File: config.mk
export PLATFORM = sky130hd
export DESIGN_NAME = spi_cfg_master_flat
export DESIGN_NICKNAME = d
export VERILOG_FILES = /design/src/rtl/synth_cfg_pkg.sv /design/src/rtl/spi_cfg_master_if.sv /design/src/rtl/spi_cfg_master.sv /design/src/flat_wrapper.sv
export SDC_FILE = /design/constraint.sdc
export NUM_CORES = 1
export LEC_CHECK = 0
export ABC_AREA = 0
export BUFFER_PORTS_ARGS = -buffer_cell sky130_fd_sc_hd__buf_2
export CORE_MARGIN = 3
export CORE_UTILIZATION = 50
export CTS_CLUSTER_DIAMETER = 60
export DETAILED_ROUTE_END_ITERATION = 10
export PLACE_DENSITY = 0.81
export SKIP_CTS_REPAIR_TIMING = 1
export SLEW_MARGIN = 20
export SYNTH_ARGS = -nofsm -noshare
export SYNTH_HDL_FRONTEND = slang
export SYNTH_SLANG_ARGS = --single-unit
File: constraint.sdc
create_clock -name clk -period 2.6 [get_ports clk]
set_input_delay 0.52 -clock clk [delete_from_list [all_inputs] [get_ports clk]]
set_output_delay 0.52 -clock clk [all_outputs]
set_load 0.01 [all_outputs]
File: src/rtl/synth_cfg_pkg.sv
// Shared constants for the synth configuration word: frame width, field
// positions inside the 60-bit word, and the SPI master state encoding.
package synth_cfg_pkg;

  localparam int CFG_WIDTH = 60;

  localparam int ADSR_AI_LSB   = 0;
  localparam int ADSR_AI_W     = 8;
  localparam int ADSR_DI_LSB   = 8;
  localparam int ADSR_DI_W     = 8;
  localparam int ADSR_S_LSB    = 16;
  localparam int ADSR_S_W      = 8;
  localparam int ADSR_RI_LSB   = 24;
  localparam int ADSR_RI_W     = 8;
  localparam int OSC_COUNT_LSB = 32;
  localparam int OSC_COUNT_W   = 12;
  localparam int FILTER_A_LSB  = 44;
  localparam int FILTER_A_W    = 8;
  localparam int FILTER_B_LSB  = 52;
  localparam int FILTER_B_W    = 8;

  typedef enum logic [2:0] {
    ST_IDLE  = 3'd0,
    ST_SETUP = 3'd1,
    ST_SHIFT = 3'd2,
    ST_HOLD  = 3'd3,
    ST_GAP   = 3'd4
  } state_e;

  // Width of a down-counter that must hold values 0..n without wrapping.
  function automatic int cnt_w(input int n);
    int w;
    w = $clog2(n + 1);
    return (w < 1) ? 1 : w;
  endfunction

endpackage

File: src/rtl/spi_cfg_master_if.sv
// Config-word handshake plus SPI pins of the synth config master.
// "master" is the block side, "slave" the host/receiver side.
interface spi_cfg_master_if #(
  parameter int WIDTH = 60
);
  logic [WIDTH-1:0] cfg_data;
  logic             cfg_valid;
  logic             cfg_ready;
  logic             busy;
  logic             done;
  logic             sclk;
  logic             mosi;
  logic             nss;

  modport master (
    input  cfg_data, cfg_valid,
    output cfg_ready, busy, done, sclk, mosi, nss
  );

  modport slave (
    output cfg_data, cfg_valid,
    input  cfg_ready, busy, done, sclk, mosi, nss
  );
endinterface

File: src/rtl/spi_cfg_master.sv
// Serializes one synth config word per handshake onto sclk/mosi/nss, MSB first,
// with an optional nss-low hold after the last bit and a minimum nss-high gap.
//
// state    | meaning
// ---------+------------------------------------------------------------
// ST_IDLE  | cfg_ready=1, waiting for cfg_valid
// ST_SETUP | nss low, sclk low for DIV cycles, first bit on mosi
// ST_SHIFT | WIDTH bit periods: sclk high DIV, then low DIV
// ST_HOLD  | nss low, sclk parked low for HOLD_CYC cycles
// ST_GAP   | nss high for DIV cycles, done on the last one
module spi_cfg_master
  import synth_cfg_pkg::*;
#(
  parameter int WIDTH    = CFG_WIDTH,
  parameter int DIV      = 4,
  parameter int HOLD_CYC = 0
) (
  input  logic              clk,
  input  logic              arstn,
  spi_cfg_master_if.master  bus
);

  localparam int PH_W   = cnt_w(DIV);
  localparam int BIT_W  = cnt_w(WIDTH);
  localparam int HOLD_W = cnt_w(HOLD_CYC);

  localparam logic [PH_W-1:0]   PH_LOAD   = PH_W'(DIV - 1);
  localparam logic [BIT_W-1:0]  BIT_LOAD  = BIT_W'(WIDTH - 1);
  localparam logic [HOLD_W-1:0] HOLD_LOAD = HOLD_W'((HOLD_CYC > 0) ? HOLD_CYC - 1 : 0);

  state_e             state_q, state_d;
  logic [PH_W-1:0]    ph_q, ph_d;
  logic [BIT_W-1:0]   bit_q, bit_d;
  logic [HOLD_W-1:0]  hold_q, hold_d;
  logic [WIDTH-1:0]   sh_q, sh_d;
  logic               sclk_q, sclk_d;
  logic               mosi_q, mosi_d;
  logic               nss_q, nss_d;
  logic               ready_q, ready_d;
  logic               busy_q, busy_d;
  logic               done_q, done_d;
  logic               go_gap;

  always_comb begin
    state_d = state_q;
    ph_d    = ph_q;
    bit_d   = bit_q;
    hold_d  = hold_q;
    sh_d    = sh_q;
    sclk_d  = sclk_q;
    mosi_d  = mosi_q;
    nss_d   = nss_q;
    ready_d = ready_q;
    busy_d  = busy_q;
    done_d  = 1'b0;
    go_gap  = 1'b0;

    case (state_q)
      ST_IDLE: begin
        if (bus.cfg_valid && ready_q) begin
          sh_d    = bus.cfg_data;
          mosi_d  = bus.cfg_data[WIDTH-1];
          nss_d   = 1'b0;
          ready_d = 1'b0;
          busy_d  = 1'b1;
          ph_d    = PH_LOAD;
          bit_d   = BIT_LOAD;
          state_d = ST_SETUP;
        end
      end

      ST_SETUP: begin
        if (ph_q == '0) begin
          sclk_d  = 1'b1;
          ph_d    = PH_LOAD;
          state_d = ST_SHIFT;
        end else begin
          ph_d = ph_q - PH_W'(1);
        end
      end

      ST_SHIFT: begin
        if (ph_q != '0) begin
          ph_d = ph_q - PH_W'(1);
        end else if (sclk_q) begin
          sclk_d = 1'b0;
          ph_d   = PH_LOAD;
          // the last bit stays on mosi through hold; no shift after bit 0
          if (bit_q != '0) begin
            sh_d   = {sh_q[WIDTH-2:0], 1'b0};
            mosi_d = sh_q[WIDTH-2];
          end
        end else if (bit_q != '0) begin
          bit_d  = bit_q - BIT_W'(1);
          sclk_d = 1'b1;
          ph_d   = PH_LOAD;
        end else if (HOLD_CYC > 0) begin
          hold_d  = HOLD_LOAD;
          state_d = ST_HOLD;
        end else begin
          go_gap = 1'b1;
        end
      end

      ST_HOLD: begin
        if (hold_q != '0) hold_d = hold_q - HOLD_W'(1);
        else              go_gap = 1'b1;
      end

      ST_GAP: begin
        if (ph_q != '0) begin
          ph_d   = ph_q - PH_W'(1);
          done_d = (ph_q == PH_W'(1));
        end else begin
          ready_d = 1'b1;
          busy_d  = 1'b0;
          state_d = ST_IDLE;
        end
      end

      default: state_d = ST_IDLE;
    endcase

    // done is registered, so it is launched when entering the final GAP cycle
    if (go_gap) begin
      nss_d   = 1'b1;
      mosi_d  = 1'b0;
      ph_d    = PH_LOAD;
      done_d  = (DIV == 1);
      state_d = ST_GAP;
    end
  end

  always_ff @(posedge clk or negedge arstn) begin
    if (!arstn) begin
      state_q <= ST_IDLE;
      ph_q    <= '0;
      bit_q   <= '0;
      hold_q  <= '0;
      sh_q    <= '0;
      sclk_q  <= 1'b0;
      mosi_q  <= 1'b0;
      nss_q   <= 1'b1;
      ready_q <= 1'b1;
      busy_q  <= 1'b0;
      done_q  <= 1'b0;
    end else begin
      state_q <= state_d;
      ph_q    <= ph_d;
      bit_q   <= bit_d;
      hold_q  <= hold_d;
      sh_q    <= sh_d;
      sclk_q  <= sclk_d;
      mosi_q  <= mosi_d;
      nss_q   <= nss_d;
      ready_q <= ready_d;
      busy_q  <= busy_d;
      done_q  <= done_d;
    end
  end

  assign bus.sclk      = sclk_q;
  assign bus.mosi      = mosi_q;
  assign bus.nss       = nss_q;
  assign bus.cfg_ready = ready_q;
  assign bus.busy      = busy_q;
  assign bus.done      = done_q;

endmodule

File: src/flat_wrapper.sv
// flat-port wrapper written by rule: the top's interface ports become plain ports
module spi_cfg_master_flat import synth_cfg_pkg::*;
#(
  parameter int WIDTH    = CFG_WIDTH,
  parameter int DIV      = 4,
  parameter int HOLD_CYC = 0
)
  (clk, arstn, bus_cfg_data, bus_cfg_valid, bus_cfg_ready, bus_busy, bus_done, bus_sclk, bus_mosi, bus_nss);
  spi_cfg_master_if #(.WIDTH(WIDTH)) bus_i ();
  input  logic clk;
  input  logic arstn;
  input wire logic [$bits(bus_i.cfg_data)-1:0] bus_cfg_data;
  input wire logic [$bits(bus_i.cfg_valid)-1:0] bus_cfg_valid;
  output wire logic [$bits(bus_i.cfg_ready)-1:0] bus_cfg_ready;
  output wire logic [$bits(bus_i.busy)-1:0] bus_busy;
  output wire logic [$bits(bus_i.done)-1:0] bus_done;
  output wire logic [$bits(bus_i.sclk)-1:0] bus_sclk;
  output wire logic [$bits(bus_i.mosi)-1:0] bus_mosi;
  output wire logic [$bits(bus_i.nss)-1:0] bus_nss;
  assign bus_i.cfg_data = bus_cfg_data;
  assign bus_i.cfg_valid = bus_cfg_valid;
  assign bus_cfg_ready = bus_i.cfg_ready;
  assign bus_busy = bus_i.busy;
  assign bus_done = bus_i.done;
  assign bus_sclk = bus_i.sclk;
  assign bus_mosi = bus_i.mosi;
  assign bus_nss = bus_i.nss;
  spi_cfg_master #(.WIDTH(WIDTH), .DIV(DIV), .HOLD_CYC(HOLD_CYC)) u_core (.clk(clk), .arstn(arstn), .bus(bus_i));
endmodule
After elaboration in Yosys (flattened, before gate mapping)
Index checks and enable logic that the tools add are counted.
{"block": "totals", "register_bits": 78, "inputBits": 63, "output_inout_bits": 6, "elab_cells": 107}
{"block": "classes", "n_addsub": 3, "eq_ne": 21, "n_mux": 51, "reduce_logical": 21}
{"op": "59-bit 2-to-1 mux", "n": 4}
{"op": "59-bit case mux with 2 select lines", "n": 1}
{"op": "3-bit 2-to-1 mux", "n": 11}
{"op": "6-bit 2-to-1 mux", "n": 4}
{"op": "3-bit case mux with 4 select lines", "n": 2}
{"op": "1-bit 2-to-1 mux", "n": 23}
{"op": "3-bit by 1-bit inequality test with 1-bit output (second input constant)", "n": 5}
{"op": "5-bit AND reduction", "n": 3}
{"op": "6-bit case mux with 2 select lines", "n": 1}
{"op": "2-bit by 1-bit inequality test with 1-bit output (second input constant)", "n": 5}
{"op": "1-bit case mux with 2 select lines", "n": 5}
{"op": "2-bit nonzero test", "n": 5}
{"op": "4-bit AND reduction", "n": 2}
{"op": "3-bit by 1-bit == test with 1-bit output (second input constant)", "n": 2}
{"op": "3-bit by 2-bit == test with 1-bit output (second input constant)", "n": 2}
{"op": "3-bit zero test", "n": 2}
{"op": "2-bit inequality test (second input constant)", "n": 3}
{"op": "3-bit by 2-bit inequality test with 1-bit output (second input constant)", "n": 2}
{"op": "3-bit AND reduction", "n": 2}
{"op": "3-bit nonzero test", "n": 2}
{"op": "6-bit nonzero test", "n": 1}
{"op": "6-bit by 1-bit subtractor with 6-bit output (second input constant)", "n": 1}
{"op": "5-bit by 1-bit inequality test with 1-bit output (second input constant)", "n": 1}
{"op": "5-bit nonzero test", "n": 1}
{"op": "other kinds (6)", "n": 6}

Logic depth before layout (Yosys ltp)
{"block": "logic_depth", "word_depth": 7, "depth_mapped": 9, "ltp_nobuf": 7}

Worst setup path before layout
OpenSTA, ideal clock, no wires.
{"block": "synth_path", "path_kind": "register to register", "start": "reg u_core.ph_q[0]", "end": "reg u_core.sh_q[1]", "setup_ps": 127, "arrival_ps": 1896, "required_ps": 2473, "setup_slack_ps": 577, "path_stages_with_launch": 10, "n_path_buf": 3, "period_less_slack_ps": 2023, "cell_sequence": "dfrtp_1 > inv_1 > ha_1 > nand2b_2 > a2111oi_4 > a21boi_1 > buf_4 > buf_6 > buf_4 > a31oi_1"}
{"block": "synth_via", "elab_chain_cells": 3}
{"element": "start, declared", "line": "spi_cfg_master.sv:32", "source": "logic [PH_W-1:0] ph_q, ph_d;"}
{"element": "start signal, assigned", "line": "spi_cfg_master.sv:149", "source": "ph_q <= ph_d;"}
{"element": "3-bit nonzero test", "line": "spi_cfg_master.sv:83", "source": "if (ph_q != '0) begin"}
{"element": "2-bit inequality test (no source line)"}
{"element": "5-bit AND reduction (no source line)"}
{"element": "end signal, assigned", "line": "spi_cfg_master.sv:140", "source": "sh_q <= '0;"}
{"element": "end signal, assigned", "line": "spi_cfg_master.sv:152", "source": "sh_q <= sh_d;"}
{"element": "end, declared", "line": "spi_cfg_master.sv:35", "source": "logic [WIDTH-1:0] sh_q, sh_d;"}
No other way between the ends.
A chain may end at the register's enable or synchronous reset.

Worst setup path after layout
{"block": "layout_path", "start": "reg u_core.ph_q[0]", "end": "reg u_core.sh_q[56]"}
Same word-level chain as after synthesis.

==> key figures <==
STA
  • Final hold violation count: 0
  • FMAX: 421 MHz
  • Skew final: 0.00931 ns
  • RSZ-0062 raised after global routing: no
  • Hold WS: 0.165 ns
  • Final Max Slew Viols: 0
  • Tmin final: 2.38 ns
  • Final Cycle Share: 91.4%
  • Slew @ Worst Pin: 0.641 ns
  • Slew headroom: 57.3%
  • Endpoints failing setup: 0
  • Setup TNS: 0 ns
  • Setup ws final: 0.224 ns

Die
  • I/O pin cnt: 69
  • Die span in y: 91.8 um
  • Starting density of the core: 52.8%
  • DIE WIDTH: 91.8 um
  • # rows: 30
  • Core box area: 6980 um2
  • Die area: 8440 um2

Synth
  • Post-synth ARST share: 100%
  • Post-synth top area cell: dfrtp_1
  • Post-synthesis net count: 498
  • Post-synth cell types: 39
  • Post-synth EDFFs: 0
  • Synth Warn #: 0
  • Post-synth top area share: 50.9%
  • Ys flop type: dfrtp_1
  • Seq cells post-synth: 77
  • Mean Syn Cell Area: 8.57 um2
  • Largest cells by area after synthesis: dfrtp_1 51%, nand2_1 13%, a31oi_1 11%
  • Cell count after synthesis: 430
  • Top cells by count, synth: 126 x nand2_1, 75 x dfrtp_1, 72 x nor2_1
  • Most common cell in the netlist: nand2_1
  • Sequential area share after synthesis: 52.4%
  • Synth Cell Area: 3680 um2

Worst setup path
  • Reg2reg start: u_core.ph_q[0]
  • Crit. End Element: register
  • Crit path required time: 2.86 ns
  • Worst r2r dst: u_core.sh_q[56]
  • CP arrival: 2.64 ns
  • Reg2reg path depth: 8
  • Worst setup SP type: register
  • Crit Path Max Fanout: 43
  • R2r setup slk: 0.22 ns
  • Critical path class: register to register

Pwr
  • P_int: 1710 uW
  • Power density cells: 514 nW/um2
  • Sw Pwr: 496 uW
  • LEAKAGE: 0.00214 uW
  • Sw Share: 22.5%
  • Sequential share of power: 54.2%
  • Comb pwr share: 4.4%
  • Worst vdd ir: 379 uV
  • Clk network pwr share: 41.4%

Clocking
  • CTS Buffer Depth: 2
  • Reg clk slew, reported paths: 0.08 ns
  • CTS tree: done
  • Num CTS Buffers: 9
  • Clock root cell: clkbuf_8
  • Worst-skew pair later-pin latency: 0.35 ns
  • TritonCTS Sinks: 77
  • CTS H-tree lvls: 3

Finish
  • Nets: 557
  • Diodes inserted: 0
  • Layout cell share with drive strength beyond 1: 20.4%
  • Post-layout util: 61.5%
  • Design area: 4290 um2
  • Area Growth Syn to Fin: 16.5%
  • Fill count: 639
  • FF/Latch Area: 1930 um2
  • Multi-input gate area: 1590 um2

Placement
  • Placed cell area: 4090 um2
  • Input/output buffers: 68
  • GPL Wtd Cong: 0.772
  • Dpl hpwl: 5.57 mm
  • Post-Place Worst Slack: 0.265 ns

Global routing
  • Met3 usage: 6.81%
  • Grt ovf: 0
  • Antenna violations before repair: 0
  • Total track usage: 20.5%
  • Met2 Track Usage GR: 33.5%
  • Gr busiest metal: met2
  • Vias in the first global route: 3097
  • Grt met1 use: 26.0%
  • First-pass GRT wire length: 13.9 mm
  • Largest net degree at the start of global routing: 76

Routing
  • ANT nets after route: 0
  • Drt wl/cell: 13.7 um
  • Routed vias/inst: 5.42
  • Total wire length: 8.11 mm
  • First-pass DRT Iterations: 5
  • Post-route DRC violation count: 0
  • DR vias: 3195
  • Drt initial violations: 181

Flow run
  • Max Cap Viol: 0

Outcome
  • Status: finished, final reports clean

Worst hold path
  • Hold Path Class: input pin to async pin
## worst max-delay path: stages (launching register included)
cell and delay [ns]:
dfrtp_1 0.42, inv_1 0.09, ha_1 0.20, nand2b_2 0.13, a2111oi_4 0.50, a21boi_4 0.28
buf_4 0.38, nor2_1 0.09, a31oi_1 0.17
## registers in the layout, summed over array words and instances, names as in the netlist
name,count
u_core.bit_q,6
u_core.bus.busy,1
u_core.bus.cfg_ready,1
u_core.bus.done,1
u_core.bus.mosi,1
u_core.bus.nss,1
u_core.bus.sclk,1
u_core.ph_q,3
u_core.sh_q,59
u_core.state_q,3
## how the worst max path moves through the flow
| stage | start | endpoint | slack [ns] | cells after the start |
|---|---|---|---|---|
| 2_1_floorplan | u_core.ph_q[0] | u_core.sh_q[1] | 0.58 | 9 |
| 3_3_place_gp | u_core.ph_q[0] | u_core.bus.mosi | 0.37 | 8 |
| 3_5_place_dp | u_core.ph_q[0] | u_core.bus.mosi | 0.27 | 8 |
| 4_1_cts | u_core.ph_q[0] | u_core.sh_q[56] | 0.23 | 8 |
| 5_1_grt | u_core.ph_q[0] | u_core.sh_q[51] | 0.07 | 8 |
| 6_report | u_core.ph_q[0] | u_core.sh_q[56] | 0.22 | 8 |
## cell type report
cell class,instances,area share (%)
clock buffer,11,3.29
tap,96,2.80
inverter,9,0.787
multi-input combinational,315,36.9
timing repair buffer,77,9.85
clock inverter,5,1.37
sequential,77,45.0
## through the flow
stage               instances  power [uW]
floorplan                 430        1240
global placement          574        1320
detailed placement        574        1320
CTS                       590        2230
global route              590        2290
finish                    590        2210
## power by group through the flow
stage          clock, uW  combinational (uW)  sequential [uW]
6_report             914                96.4             1200
5_1_grt              984                 112             1200
4_1_cts              937                98.9             1200
3_5_place_dp           0                98.1             1220
3_3_place_gp           0                96.6             1220
2_1_floorplan          0                18.4             1220
## per-layer routing
metal,part of all wire [%],up-vias
met1,42,1508
met4,1.1,0
met5,0,-
met2,50,108
li1,-,1570
met3,6.5,9
## cell usage in the layout, fill, tap and decap left out, types with 2 or more instances in the layout
cell / instances
nand2_1: 126
dfrtp_1: 75
nor2_1: 71
buf_2: 67
a31oi_1: 62
clkbuf_8: 10
inv_1: 9
buf_4: 9
a21oi_1: 7
ha_1: 5
nor3_1: 4
o21ai_0: 3
nor2b_1: 3
o21a_1: 3
o2111ai_1: 3
nand2b_1: 2
o22ai_1: 2
o2bb2ai_1: 2
a21o_1: 2
xor2_1: 2
clkinvlp_4: 2
dfstp_2: 2
## logic make-up (layout without fill, tap and decap cells)
family,count (synthesis),in the layout,share of synthesized area [%]
XOR/XNOR,3,3,0.713
buffers and inverters,38,102,5.13
AO/OA/AOI/OAI,90,90,16.4
AND/OR/NAND/NOR,215,215,23.2
multiplexers,2,2,0.577
adder cells (fa/ha/maj),5,5,1.70
flip-flops,77,77,52.4
No activity file was read; power rests on OpenSTA's default activity.
